**src/rtl/ps2_scan_ctrl.sv**
```systemverilog
// PS/2 Set-2 scancode controller: pops receiver FIFO bytes, parses E0/F0 prefixes, emits key events.
// Optional macro PS2_TYPEMATIC_FILTER_EN suppresses repeated makes of the currently held key.
module ps2_scan_ctrl (
    input  logic       clk,
    input  logic       rst,
    input  logic [7:0] ps2read_data,
    input  logic       ps2read_ready,
    input  logic       ps2read_overflow,
    output logic       ps2read_nextdata,
    output logic       key_valid,
    output logic [7:0] key_code,
    output logic       key_ext,
    output logic       key_release,
    output logic       key_down,
    output logic [7:0] held_code,
    output logic       held_ext,
    output logic [7:0] press_cnt,
    output logic       err
);

    typedef enum logic [1:0] {IDLE, EXT, BRK, EXTBRK} state_t;

    state_t state, state_nx;
    logic   pop_wait;
    logic   accept;
    logic   is_e0, is_f0;
    logic   ev_make, ev_break, ev_ext, proto_err;
    logic   held_match, suppress;

    // The FIFO head needs one cycle to advance after a pop, hence pop_wait.
    assign accept           = ps2read_ready && !pop_wait && !rst;
    assign ps2read_nextdata = accept;
    assign is_e0            = (ps2read_data == 8'hE0);
    assign is_f0            = (ps2read_data == 8'hF0);

    always_comb begin
        state_nx  = state;
        ev_make   = 1'b0;
        ev_break  = 1'b0;
        ev_ext    = 1'b0;
        proto_err = 1'b0;
        case (state)
            IDLE: begin
                if (is_e0)      state_nx = EXT;
                else if (is_f0) state_nx = BRK;
                else            ev_make  = 1'b1;
            end
            EXT: begin
                if (is_f0)      state_nx = EXTBRK;
                else if (is_e0) state_nx = EXT;
                else begin
                    ev_make  = 1'b1;
                    ev_ext   = 1'b1;
                    state_nx = IDLE;
                end
            end
            BRK: begin
                state_nx = IDLE;
                if (is_e0 || is_f0) proto_err = 1'b1;
                else                ev_break  = 1'b1;
            end
            EXTBRK: begin
                state_nx = IDLE;
                ev_ext   = 1'b1;
                if (is_e0 || is_f0) proto_err = 1'b1;
                else                ev_break  = 1'b1;
            end
            default: state_nx = IDLE;
        endcase
    end

    assign held_match = key_down && (held_code == ps2read_data) && (held_ext == ev_ext);

`ifdef PS2_TYPEMATIC_FILTER_EN
    assign suppress = ev_make && held_match;
`else
    assign suppress = 1'b0;
`endif

    // Overflow wins over any byte popped in the same cycle, so err and key_valid stay exclusive.
    always_ff @(posedge clk) begin
        if (rst) begin
            state       <= IDLE;
            pop_wait    <= 1'b0;
            key_valid   <= 1'b0;
            key_code    <= 8'h00;
            key_ext     <= 1'b0;
            key_release <= 1'b0;
            key_down    <= 1'b0;
            held_code   <= 8'h00;
            held_ext    <= 1'b0;
            press_cnt   <= 8'h00;
            err         <= 1'b0;
        end else begin
            pop_wait  <= accept;
            key_valid <= 1'b0;
            err       <= 1'b0;
            if (ps2read_overflow) begin
                err      <= 1'b1;
                state    <= IDLE;
                key_down <= 1'b0;
            end else if (accept) begin
                state <= state_nx;
                if (proto_err)
                    err <= 1'b1;
                if (ev_make && !suppress) begin
                    key_valid   <= 1'b1;
                    key_code    <= ps2read_data;
                    key_ext     <= ev_ext;
                    key_release <= 1'b0;
                    press_cnt   <= press_cnt + 8'd1;
                    key_down    <= 1'b1;
                    held_code   <= ps2read_data;
                    held_ext    <= ev_ext;
                end
                if (ev_break) begin
                    key_valid   <= 1'b1;
                    key_code    <= ps2read_data;
                    key_ext     <= ev_ext;
                    key_release <= 1'b1;
                    if (held_match)
                        key_down <= 1'b0;
                end
            end
        end
    end

endmodule

```
**config.mk**
```make
export PLATFORM = sky130hd
export DESIGN_NAME = ps2_scan_ctrl
export DESIGN_NICKNAME = d
export VERILOG_FILES = /design/src/rtl/ps2_scan_ctrl.sv
export SDC_FILE = /design/constraint.sdc
export NUM_CORES = 1
export LEC_CHECK = 0
export ABC_AREA = 1
export BUFFER_PORTS_ARGS = -buffer_cell sky130_fd_sc_hd__buf_2
export CAP_MARGIN = 20
export CORE_UTILIZATION = 40
export CTS_CLUSTER_DIAMETER = 120
export DETAILED_ROUTE_END_ITERATION = 16
export GPL_TIMING_DRIVEN = 0
export HOLD_SLACK_MARGIN = 0.06
export PLACE_DENSITY = 0.62
export REMOVE_ABC_BUFFERS = 1
export SYNTH_ARGS = -nofsm -noshare
export SYNTH_HDL_FRONTEND = slang
export SYNTH_SLANG_ARGS = --single-unit
export TNS_END_PERCENT = 20
```
**constraint.sdc**
```tcl
create_clock -name clk -period 1.7 [get_ports clk]
set_clock_uncertainty 0.05 [all_clocks]
set_input_delay 0.085 -clock clk [delete_from_list [all_inputs] [get_ports clk]]
set_output_delay 0.085 -clock clk [all_outputs]
set_load 0.02 [all_outputs]
```
==> results of run 1 <==
==> final timing paths <==
check | slack (ns) | depth (start not counted) | to | startpoint
setup reg to reg | 0.21 | 7 | key_ext | pop_wait
hold / removal | 0.08 | 3 | key_code[6] | ps2read_data[6]
setup / recovery | 0.14 | 10 | held_code[1] | ps2read_data[4]
hold reg to reg | 0.40 | 2 | key_down | key_down
==> critical path: stages <==
cell and delay (ns):
dlygate4sd3_1 0.53, buf_2 0.14, inv_1 0.06, nand2_1 0.07, nor2_2 0.05, o21ai_4 0.23
nand3_2 0.21, buf_4 0.19, nand2_1 0.06, a21oi_2 0.05
==> cells in the final DEF (no fill, tap or decap), drive strengths merged <==
| cell | netlist | routed |
|---|---|---|
| inv | 25 | 25 |
| nand2 | 74 | 74 |
| o21ai | 14 | 14 |
| dfxtp | 33 | 33 |
| a21oi | 20 | 20 |
| clkbuf | 2 | 7 |
| nand3 | 5 | 6 |
| buf | 4 | 49 |
| clkinv | 0 | 1 |
| nor3 | 1 | 1 |
| nor2 | 36 | 36 |
| xnor2 | 4 | 4 |
| a31oi | 1 | 1 |
| or2 | 1 | 1 |
| xor2 | 3 | 3 |
| dlygate4sd3 | 0 | 8 |
| nand4 | 3 | 3 |
| ha | 1 | 1 |
==> through the flow <==
stage          hold WS [ns]  setup TNS [ns]  utilization  total power, mW  std cells
6_report             0.0764               0        0.553             1.66        335
5_1_grt               0.106               0        0.553             1.74        335
4_1_cts              0.0688               0        0.534             1.67        327
3_5_place_dp          0.318           -5.10        0.484             1.01        311
3_3_place_gp          0.312           -5.69        0.484             1.01        311
2_1_floorplan        0.0974               0            -            0.938        221
==> state kept, by name (all words and copies together) (netlist names) <==
signal       count
held_code        8
key_down         1
key_ext          1
pop_wait         1
err              1
key_valid        1
held_ext         1
key_release      1
state            2
press_cnt        8
key_code         8
==> metal layers <==
| layer | up-vias | wire [um] |
|---|---|---|
| li1 | 825 | - |
| met1 | 655 | 1740 |
| met2 | 36 | 1560 |
| met3 | 5 | 183 |
| met4 | 0 | 56 |
| met5 | - | 0 |
==> logic make-up after synthesis <==
logic type	Yosys count
AO/OA/AOI/OAI	35
XOR/XNOR	7
adder cells (fa/ha/maj)	1
buffers and inverters	31
flip-flops	33
AND/OR/NAND/NOR	120
==> power by group through the flow <==
| stage | Combinational, mW | Clock, mW | Sequential (mW) |
|---|---|---|---|
| detailed placement | 0.183 | 0 | 0.827 |
| CTS | 0.198 | 0.667 | 0.809 |
| finish | 0.207 | 0.648 | 0.809 |
| global route | 0.233 | 0.693 | 0.812 |
| floorplan | 0.0839 | 0 | 0.854 |
| global placement | 0.183 | 0 | 0.827 |
==> final cells by class <==
| type | instances | area, um2 | area share |
|---|---|---|---|
| clock buffers | 7 | 96.3 | 0.0469 |
| clock inverters | 1 | 5.00 | 0.00243 |
| inverters | 25 | 98.8 | 0.0481 |
| multi-input cells | 164 | 792 | 0.385 |
| flip-flops and latches | 33 | 661 | 0.321 |
| well taps | 48 | 60.1 | 0.0292 |
| repair buffers | 57 | 343 | 0.167 |
==> repair_timing <==
action	in CTS	in global routing
gates cloned	0	1
setup buffers	0	7
setup endpoints to repair	9	24
gates resized for setup	1	3
endpoints found under the hold margin	9	0
hold buffers	8	0
pin swaps	0	1
==> impl_metrics.py, run 1 <==
metrics = {
    "detailed_routing": {
        "via_per_inst": 4.54,
        "wl_per_cell_um": 10.6,
        "drc": 0,
        "wl_um": 3550,
        "antenna_left": 0,
        "drtPass1Iterations": 4,
        "vias": 1521,
        "drtIter0Drc": 121,
    },
    "timing": {
        "min_period_over_period": 0.921,
        "fin_crit_ns": 1.56,
        "setup_violations": 0,
        "max_freq_mhz": 639,
        "finalHoldViolations": 0,
        "setup_ws_ns": 0.135,
        "rsz0062_at_grt": "false",
        "maxSlewHeadroom": 0.704,
        "tightest_slew_ns": 0.444,
        "slew_violations": 0,
    },
    "synthesis": {
        "yosysWarnings": 0,
        "ys.flop_type": "dfxtp_1",
        "synthTopCellsByArea": "dfxtp_1 (42%), nand2_1 (18%), nor2_1 (7.6%), inv_1 (5.3%), a21oi_1 (5.1%)",
        "synth-edff-count": 0,
        "synthSimpleGateAreaFrac": 0.316,
        "synth_xor_area_frac": 0.0390,
        "netlist.area_leader.share": 0.421,
        "syn_area_um2": 1570,
        "syn_inst": 227,
        "synth.area.mux_share": 0,
        "ys_top_cells_by_count": "nand2_1 (74), dfxtp_1 (33), nor2_1 (32), inv_1 (22), a21oi_1 (16)",
        "synth_top_family_by_area": "simple AND/OR/NAND/NOR gates",
        "async_reset_ff_frac": 0,
        "synth-seq-cells": 33,
        "synth.avg_cell_area_um2": 6.92,
        "ys_types": 25,
        "synth_top_area_cell": "dfxtp_1",
        "synth_compound_area_frac": 0.129,
        "synthAdderAreaFrac": 0.00797,
        "synth.most_common_cell": "nand2_1",
        "ys_seq_area_frac": 0.421,
    },
    "layout": {
        "n_fill_cell": 381,
        "nets": 299,
        "n_antenna_cell": 0,
        "syn_to_final_growth_pct": 30.9,
        "fin_area_um2": 2060,
        "drive_gt1_frac": 0.258,
    },
    "min_path": {
        "hold_path_class": "input port to register",
    },
    "floorplanning": {
        "fp.dieH_um": 64.7,
        "num_rows": 22,
        "start_util": 0.423,
        "ioPinCount": 43,
        "dieWidth_um": 64.7,
        "die_area_um2": 4180,
        "core_um2": 3720,
    },
    "global_routing": {
        "grt_usage": 0.183,
        "use_met1": 0.223,
        "antenna_found_initial": 0,
        "grt_busiest_layer": "met2",
        "grt_use_met2": 0.295,
        "grtUsageMet3": 0.0546,
        "grt_max_degree": 21,
        "gr-total-overflow": 0,
        "grt_pass1_wl_um": 5880,
        "grt_pass1_vias": 1364,
    },
    "setup_path": {
        "path_class": "input port to register",
        "start_kind": "input port",
        "cp_data_arrival_time_ns": 1.67,
        "crit_fanout": 7,
        "worst_setup_path_end_kind": "register",
        "required_ns": 1.81,
    },
    "cts": {
        "h-tree-depth": 2,
        "cts.sinks": 33,
        "cts_tree": "built",
        "clockRootBuffer": "clkbuf_8",
        "clk_latency_ns": 0.29,
        "cts_buffers": 5,
        "path_clk_slew_ns": 0.07,
        "clock_path_buffers": 2,
    },
    "pwr": {
        "clockPowerShare": 0.389,
        "p_seq_frac": 0.486,
        "p_leak_nw": 0.962,
        "p_int_mw": 1.24,
        "vdd_drop_max_mv": 0.433,
        "pwr_density_cell_nw_per_um2": 810,
        "share_comb_of_total_power": 0.125,
        "p_sw_frac": 0.254,
        "p_switching_mw": 0.423,
    },
    "placed_design": {
        "routabilityCongestion": 0.782,
        "place_ws_ns": -0.354,
        "place_area_um2": 1800,
        "hpwl_um": 2370,
        "portBuffers": 42,
    },
    "flow_run": {
        "cap_violations": 0,
    },
    "run_status": {
        "status": "completed",
    },
}
No activity file was read; power rests on OpenSTA's default activity.
==> run 2, diff against run 1 <==
ABC_AREA = not set   (was 1)
==> run 2 against run 1 <==
  * The flow now finishes with violations (negative setup slack)
  * Non-clock buffer count down 1
  * Sequential share of layout area rose by 2.8 points
  * Hold slack better by 0.049 ns
  * Sequential power shrank 0.5%
  * Setup slack got worse by 0.17 ns
  * Die area decreased by 7.3%
  * Fmax fell by 9.8%
  * Largest cell class unchanged
  * Largest power group unchanged
  * Highest routed layer unchanged
==> impl_metrics.py, run 2 <==
metrics = {
    "detailed_routing": {
        "drtPass1Iterations": 4,
        "wl_per_cell_um": 13.3,
        "drtIter0Drc": 86,
        "antenna_left": 0,
        "via_per_inst": 5.02,
        "vias": 1264,
        "wl_um": 3340,
        "drc": 0,
    },
    "global_routing": {
        "gr-total-overflow": 0,
        "grt_pass1_vias": 1245,
        "grt_max_degree": 33,
        "grt_usage": 0.191,
        "antenna_found_initial": 0,
        "grt_pass1_wl_um": 5750,
    },
    "min_path": {
        "hold_path_class": "input port to register",
        "hold_path_depth": 5,
    },
    "synthesis": {
        "async_reset_ff_frac": 0,
        "yosysWarnings": 0,
        "synth.avg_cell_area_um2": 9.81,
        "synthTopCellsByArea": "dfxtp_1 (46%), mux2i_1 (12%), nor2_1 (7.2%), xnor2_1 (6.6%), a21oi_1 (2.4%)",
        "ys_top_cells_by_count": "dfxtp_1 (33), nor2_1 (28), mux2i_1 (18), xnor2_1 (11), a21oi_1 (7)",
        "synth.most_common_cell": "dfxtp_1",
        "synth-seq-cells": 33,
        "syn_area_um2": 1450,
        "synth_top_area_cell": "dfxtp_1",
        "synth-edff-count": 0,
        "syn_inst": 148,
        "ys_seq_area_frac": 0.455,
        "ys.flop_type": "dfxtp_1",
        "ys_types": 37,
        "netlist.area_leader.share": 0.455,
    },
    "cts": {
        "h-tree-depth": 2,
        "clockRootBuffer": "clkbuf_4",
        "cts_buffers": 5,
        "clock_path_buffers": 2,
        "path_clk_slew_ns": 0.10,
        "cts.sinks": 33,
        "clk_latency_ns": 0.33,
        "cts_tree": "built",
    },
    "setup_path": {
        "start_kind": "register",
        "crit_fanout": 8,
        "path_class": "register to register",
        "r2r_cells": 5,
        "cp_data_arrival_time_ns": 1.89,
        "required_ns": 1.86,
        "worst_setup_path_end_kind": "register",
    },
    "placed_design": {
        "routabilityCongestion": 0.785,
        "place_area_um2": 1680,
        "portBuffers": 42,
        "place_ws_ns": -0.743,
        "hpwl_um": 2170,
    },
    "pwr": {
        "pwr_density_cell_nw_per_um2": 747,
        "vdd_drop_max_mv": 0.443,
        "p_leak_nw": 0.775,
        "finalPower_mw": 1.41,
    },
    "timing": {
        "slew_violations": 0,
        "setup_ws_ns": -0.0356,
        "setup_violations": 8,
        "tightest_slew_ns": 0.788,
        "tns_ns": -0.210,
        "maxSlewHeadroom": 0.473,
        "max_freq_mhz": 576,
        "finalHoldViolations": 0,
        "fin_crit_ns": 1.74,
        "min_period_over_period": 1.02,
        "rsz0062_at_grt": "true",
    },
    "layout": {
        "drive_gt1_frac": 0.301,
        "layout_commonest_cell": "buf_2",
        "syn_to_final_growth_pct": 30.5,
        "reg_top3": "held_code x8, key_code x8, press_cnt x8",
        "fin_area_um2": 1890,
        "final_cell_mix": "buf_2 (42), dfxtp_1 (32), nor2_1 (28)",
        "nets": 218,
        "n_antenna_cell": 0,
    },
    "run_status": {
        "status": "finished with violations",
        "violations": "negative setup slack",
    },
    "flow_run": {
        "cap_violations": 0,
    },
    "floorplanning": {
        "start_util": 0.425,
        "ioPinCount": 43,
        "num_rows": 21,
        "dieWidth_um": 62.2,
        "fp.dieH_um": 62.2,
        "core_um2": 3420,
        "die_area_um2": 3870,
    },
}
## run 2: cell types whose count changed in the layout (fill, tap and decap cells not counted), sizes merged, moves of 3 or more
cell / delta
a21oi: -12
inv: -21
mux2i: +18
nand2: -71
nor2: -8
o21ai: -10
xnor2: +7
xor2: -3
## run 2: cell type report
cell class | count | area [um2]
Multi-Input combinational cell | 105 | 761
Tap cell | 46 | 57.6
Timing Repair Buffer | 56 | 350
Fill cell | 327 | 1520
Inverter | 4 | 15.0
Sequential cell | 33 | 662
Clock buffer | 8 | 48.8
## run 2: repair_timing
item                                    4_1_cts  5_1_grt
resized for setup                             3        1
pin swaps                                     3        1
hold buffers                                  9        0
buffers inserted                              5        0
endpoints found under the setup margin       22       19
endpoints found under the hold margin        20        0
## run 2: layer usage
metal  vias to the layer above  part of all wire  routed length, um  GRT usage
met2                        40              0.47               1570      0.301
met4                         0             0.018                 61     0.0843
li1                        636                 -                  -          -
met1                       583              0.45               1510      0.235
met3                         5             0.061                204     0.0625
met5                         -                 0                  0          0
## run 2: where the power goes
group	leakage, nW	total (mW)	internal (mW)	switching (mW)
clock	0.0265	0.419	0.165	0.254
sequential	0.268	0.805	0.792	0.0136
combinational	0.480	0.190	0.0856	0.105
## run 2: worst max-delay path, stage by stage, from the launching register on
cell and delay, ns:
dfxtp_2 0.35, or4b_4 0.54, a211oi_4 0.25, buf_12 0.17
mux2i_1 0.19, nor2_1 0.05
## run 2: kinds of logic (layout without fill, tap and decap cells)
| family | after synthesis | after routing | share of synthesized area |
|---|---|---|---|
| XOR/XNOR | 11 | 11 | 0.0664 |
| buffers and inverters | 10 | 68 | 0.0345 |
| flip-flops | 33 | 33 | 0.455 |
| adder cells (fa/ha/maj) | 1 | 1 | 0.00862 |
| AO/OA/AOI/OAI | 21 | 21 | 0.105 |
| multiplexers | 18 | 18 | 0.124 |
| AND/OR/NAND/NOR | 54 | 54 | 0.206 |
## run 2: path summary, 6_finish.rpt
path                                       from      endpoint  slack, ns
worst max-delay path                   pop_wait  held_code[2]      -0.04
worst max register to register         pop_wait  held_code[2]      -0.04
worst min register to register     press_cnt[7]  press_cnt[7]       0.44
worst min-delay path            ps2read_data[5]      key_down       0.12
## run 2: metrics by stage
stage / utilization / std cells / hold slack (ns)
after floorplan: - / 142 / 0.104
after global routing: 0.555 / 252 / 0.130
after global placement: 0.493 / 230 / 0.328
after detailed placement: 0.493 / 230 / 0.340
after CTS: 0.553 / 252 / 0.119
final: 0.555 / 252 / 0.125
